==> src/rtl/fib_sched_pkg.sv <==
// Shared types and default widths for the fib scheduler and its arbiter.
package fib_sched_pkg;

    typedef enum logic [1:0] {
        IDLE  = 2'd0,
        START = 2'd1,
        WAIT  = 2'd2,
        RESP  = 2'd3
    } fib_sched_state_e;

    localparam int FIB_IDX_W = 5;
    localparam int FIB_RES_W = 20;

endpackage

==> src/rtl/fib_sched_rr_arbiter.sv <==
// Combinational round-robin arbiter: lowest requester above last_grant wins,
// otherwise the lowest requester overall (wrap-around).
module rr_arbiter
    import fib_sched_pkg::*;
#(
    parameter  int N  = 4,
    localparam int IW = (N > 1) ? $clog2(N) : 1
) (
    input  logic [N-1:0]  req,
    input  logic [IW-1:0] last_grant,
    output logic [N-1:0]  grant,
    output logic [IW-1:0] grant_idx
);

    logic [N-1:0] upper;
    logic [N-1:0] masked;
    logic [N-1:0] pick;

    genvar gi;
    generate
        for (gi = 0; gi < N; gi++) begin : g_mask
            assign upper[gi] = (IW'(gi) > last_grant);
        end
    endgenerate

    assign masked = req & upper;
    assign pick   = (|masked) ? masked : req;
    // Isolate the lowest set bit of the chosen vector.
    assign grant  = pick & (~pick + N'(1));

    always_comb begin
        grant_idx = '0;
        for (int i = 0; i < N; i++) begin
            if (grant[i]) begin
                grant_idx = grant_idx | IW'(i);
            end
        end
    end

endmodule

==> src/rtl/fib_sched.sv <==
// Shares one fib unit among N_REQ requesters: grant, start, wait for done
// (or timeout), then pulse a one-cycle response to the granted requester.
module fib_sched
    import fib_sched_pkg::*;
#(
    parameter int N_REQ   = 4,
    parameter int IDX_W   = FIB_IDX_W,
    parameter int RES_W   = FIB_RES_W,
    parameter int TIMEOUT = 64
) (
    input  logic                        clk,
    input  logic                        rst,
    input  logic [N_REQ-1:0]            req_valid,
    input  logic [N_REQ-1:0][IDX_W-1:0] req_idx,
    output logic [N_REQ-1:0]            req_ready,
    output logic [N_REQ-1:0]            rsp_valid,
    output logic [RES_W-1:0]            rsp_result,
    output logic                        rsp_err,
    output logic [IDX_W-1:0]            fib_i,
    output logic                        fib_start,
    input  logic                        fib_done,
    input  logic [RES_W-1:0]            fib_result,
    output logic                        busy
);

    localparam int GW = (N_REQ > 1) ? $clog2(N_REQ) : 1;
    localparam int CW = $clog2(TIMEOUT + 1);

    fib_sched_state_e state_reg;
    logic [GW-1:0]    last_grant_reg;
    logic [GW-1:0]    gnt_reg;
    logic [IDX_W-1:0] idx_reg;
    logic [CW-1:0]    cnt_reg;
    logic [RES_W-1:0] res_reg;
    logic             err_reg;

    logic [N_REQ-1:0] arb_grant;
    logic [GW-1:0]    arb_idx;

    rr_arbiter #(.N(N_REQ)) u_arb (
        .req        (req_valid),
        .last_grant (last_grant_reg),
        .grant      (arb_grant),
        .grant_idx  (arb_idx)
    );

    always_ff @(posedge clk) begin
        if (rst) begin
            state_reg      <= IDLE;
            last_grant_reg <= GW'(N_REQ - 1);
            gnt_reg        <= '0;
            idx_reg        <= '0;
            cnt_reg        <= '0;
            res_reg        <= '0;
            err_reg        <= 1'b0;
        end else begin
            case (state_reg)
                IDLE: begin
                    // The grant is always one of the valid requesters, so any
                    // valid bit means a handshake on this edge.
                    if (|req_valid) begin
                        idx_reg        <= req_idx[arb_idx];
                        gnt_reg        <= arb_idx;
                        last_grant_reg <= arb_idx;
                        state_reg      <= START;
                    end
                end
                START: begin
                    cnt_reg   <= '0;
                    state_reg <= WAIT;
                end
                WAIT: begin
                    cnt_reg <= cnt_reg + CW'(1);
                    // cnt_reg == 0 marks the first WAIT cycle, where done may be stale.
                    if (fib_done && (cnt_reg != '0)) begin
                        res_reg   <= fib_result;
                        err_reg   <= 1'b0;
                        state_reg <= RESP;
                    end else if (cnt_reg == CW'(TIMEOUT - 1)) begin
                        res_reg   <= '0;
                        err_reg   <= 1'b1;
                        state_reg <= RESP;
                    end
                end
                RESP: begin
                    state_reg <= IDLE;
                end
                default: state_reg <= IDLE;
            endcase
        end
    end

    assign req_ready  = (state_reg == IDLE) ? arb_grant : '0;
    assign rsp_result = (state_reg == RESP) ? res_reg : '0;
    assign rsp_err    = (state_reg == RESP) ? err_reg : 1'b0;
    assign fib_i      = idx_reg;
    assign fib_start  = (state_reg == START);
    assign busy       = (state_reg != IDLE);

    genvar gi;
    generate
        for (gi = 0; gi < N_REQ; gi++) begin : g_rsp
            assign rsp_valid[gi] = (state_reg == RESP) && (gnt_reg == GW'(gi));
        end
    endgenerate

endmodule

==> config.mk <==
export PLATFORM = sky130hd
export DESIGN_NAME = fib_sched
export DESIGN_NICKNAME = d
export VERILOG_FILES = /design/src/rtl/fib_sched_pkg.sv /design/src/rtl/fib_sched_rr_arbiter.sv /design/src/rtl/fib_sched.sv
export SDC_FILE = /design/constraint.sdc
export NUM_CORES = 1
export LEC_CHECK = 0
export CORE_MARGIN = 5
export CORE_UTILIZATION = 40
export CTS_BUF_LIST = sky130_fd_sc_hd__clkbuf_16
export DETAILED_ROUTE_END_ITERATION = 12
export GPL_TIMING_DRIVEN = 1
export PLACE_DENSITY_LB_ADDON = 0.1
export SLEW_MARGIN = 20
export SYNTH_ARGS = -nofsm -noshare
export SYNTH_HDL_FRONTEND = slang
export SYNTH_SLANG_ARGS = --single-unit
==> constraint.sdc <==
create_clock -name clk -period 3.8 [get_ports clk]
set_input_delay 0.76 -clock clk [delete_from_list [all_inputs] [get_ports clk]]
set_output_delay 0.76 -clock clk [all_outputs]
set_load 0.1 [all_outputs]
==> qor.csv <==
metric,value,unit
status,"finished, final reports clean",
Max Used Layer,met4,
Setup crit start,req_valid[1],
CTS tree,done,
Resize count post-CTS,0,
fin crit share,78.8,%
largest net degree at the start of global routing,26,
Die Ht,80.9,µm
"delay-heaviest family, CP",buffers and inverters,
fillcell total,485,
design area,0.00295,mm²
global-route wire length before repair,8850,µm
layout cells sized above 1,13.5,%
"Clk Latency, worst-skew pair",0.27,ns
Setup crit start kind,input pin,
max_slew headroom,33.3,%
initial core utilization,41.8,%
Total Wirelength,5500,µm
reg2reg path depth,7,
GR Util All Layers,17.0,%
power per cell area,635,mW/mm²
syn nets,294,
crit path max-delay cell type,clkdlybuf4s50_1,
hold path start,res_reg[5],
WL met3,225,µm
Main synth FF type,dfxtp_1,
final setup skew,0.00358,ns
Fmax achieved,334,MHz
Leak,1.20,nW
Final HPWL DP,4010,µm
critical path class,input pin to primary output,
sequential area share after synthesis,38.8,%
Worst VDD drop,0.332,mV
hold path endpoint,res_reg[5],
dpl cell area,0.00281,mm²
Die Width,80.9,µm
Synth Instances,241,
final setup vio count,0,
Crit Reg-Reg Endpoint,fib_i[4],
max reg flops,20,
R2R Path Start,state_reg[0],
Final Max Slew Viols,0,
synthesized area,0.00201,mm²
Pre-Repair DR Iteration Count,4,
Final Hold Fails,0,
hold depth,2,
flop2flop setup slack,1.63,ns
Post-CTS Hold Buffers,0,
"antenna viol nets, final",0,
initial drt markers,56,
num rows,25,
Nets,371,
Worst setup EP type,primary output,
worst-margin pin slew,0.997,ns
Post-Layout Cell Count,386,
DR WL met2,2750,µm
Core ar.,0.00482,mm²
fin crit period,3.00,ns
slowest cell delay on critical path,0.62,ns
CP Cell Sequence,clkdlybuf4s50_1 -> nor2_1 -> a21oi_1 -> o22ai_1 -> and3_1 -> buf_4,
Die Area,0.00655,mm²
initial antenna violation count,0,
number of diodes,0,
Worst Path Arrival,2.24,ns
Buffers & Inverters on Critical Path,2,
"EDFF count, synth",0,
max_cap viols,0,
Hold Slack,0.498,ns
total gr overflow,0,
Metal-1 WL,2450,µm
post-CTS setup buffers,0,
Placer Congestion,0.828,
clk root buf,clkbuf_16,
TritonCTS Buffers,5,
Avg WL per Cell,14.2,µm
Sum Neg Setup Slack,0,ns
CP Max Fanout,13,
Clock Sinks,39,
Via-to-Cell Ratio,5.23,
remaining routing DRC violations,0,
DP Cell Count,378,
DR vias,2017,
top-level port count,83,
yosys warns,0,
Synth cell types,41,
layout overhead on the synthesized area,46.4,%
RSZ-0062 raised after global routing,false,
synthesized area per cell,8.35,µm²
I/O Buffers,82,
"Reg clk slew, reported paths",0.06,ns
CTS max path bufs,2,
vias in the first global route,1921,
H-tree levels,2,
CP Data Required Time,3.04,ns
Yosys reg bits,39,
Post-synth ARST share,0,%
worst min path class,register to register,
## area by class of cell
cell class	instances	area, µm²	area share [%]
multi-input cells	178	1120	38.1
repair buffers	86	788	26.7
flip-flops and latches	39	781	26.5
clock buffers	5	125	4.24
well taps	67	83.8	2.84
inverters	8	30.0	1.02
clock inverters	3	16.3	0.552
## cell usage after synthesis, types with 2 or more instances
cell      number  share of area [%]
dfxtp_1       39                 39
nor2_1        39                7.3
and2_1        22                6.8
a22oi_1       20                7.5
a211oi_1      10                3.7
nand2_1       10                1.9
a21oi_1        9                2.2
clkbuf_1       9                1.7
inv_1          8                1.5
o21bai_1       7                2.6
o22ai_1        7                2.2
ha_1           6                3.7
o21a_1         6                2.2
buf_4          4                1.5
and3_1         3               0.93
buf_2          3               0.75
mux2i_1        3                1.5
nand4_1        3               0.93
nor3_1         3               0.75
o21ai_0        3               0.75
xor2_1         3                1.3
a31oi_1        2               0.62
nand3b_1       2               0.75
o211ai_1       2               0.75
or3_1          2               0.62
## logic make-up after synthesis
kind of cell / Yosys count / share of synthesized area, %
muxes: 3 / 1.49
xor gates and xnor gates: 4 / 1.74
DFF: 39 / 38.8
AOI/OAI and AO/OA: 74 / 26.1
buffers and inverters: 24 / 5.41
adders and majority gates: 6 / 3.73
and+or+nand+nor: 91 / 22.7
## layout by cell type, fill, tap and decap left out, types with 2 or more instances in the layout
master	Yosys	routed
a21oi_1	9	9
nor2_1	39	39
dfxtp_1	39	39
o21a_1	6	6
a211oi_1	10	10
o211ai_1	2	2
clkbuf_16	0	5
o22ai_1	7	7
inv_1	8	9
ha_1	6	6
clkdlybuf4s50_1	0	52
nor3_1	3	3
nand2_1	10	10
or3_1	2	2
o21ai_0	3	3
nand4_1	3	3
o21bai_1	7	7
a22oi_1	20	20
mux2i_1	3	3
buf_4	4	33
a31oi_1	2	2
nand3b_1	2	2
and3_1	3	3
xor2_1	3	3
and2_1	22	22
## routing by layer
layer	vias up	track usage [%]
met1	960	20.6
met4	0	4.90
met5	-	0
met3	6	3.66
met2	42	30.0
li1	1009	-
## metrics by stage
stage,util [%],total power (W),worst slack [ns]
finish,61.2,0.00187,0.804
global route,61.2,0.00197,0.714
CTS,61.2,0.00189,0.812
detailed placement,58.3,0.00149,0.825
global placement,58.3,0.00148,0.871
floorplan,-,0.00124,0.237
## how the worst max path moves through the flow
| stage | endpoint | slack, ns | cells after the start |
|---|---|---|---|
| floorplan | rsp_valid[0] | 0.24 | 2 |
| global placement | req_ready[3] | 0.87 | 6 |
| detailed placement | req_ready[3] | 0.83 | 6 |
| CTS | req_ready[3] | 0.81 | 6 |
| global route | req_ready[3] | 0.71 | 6 |
| finish | req_ready[3] | 0.80 | 6 |
## report_power, final
| part | internal, W | leakage, nW | switching (W) |
|---|---|---|---|
| clock network | 0.000239 | 0.0710 | 0.000156 |
| registers | 0.000473 | 0.317 | 0.0000719 |
| logic | 0.000283 | 0.814 | 0.000649 |
## worst register-to-register path, stage by stage (launching register included)
cell and delay (ns):
dfxtp_1 0.33, inv_1 0.10, ha_1 0.31, inv_1 0.12, nor2_1 0.43, nand3b_1 0.38
a211oi_1 0.27, a211oi_1 0.08
Power figures use the tool's default switching activity.
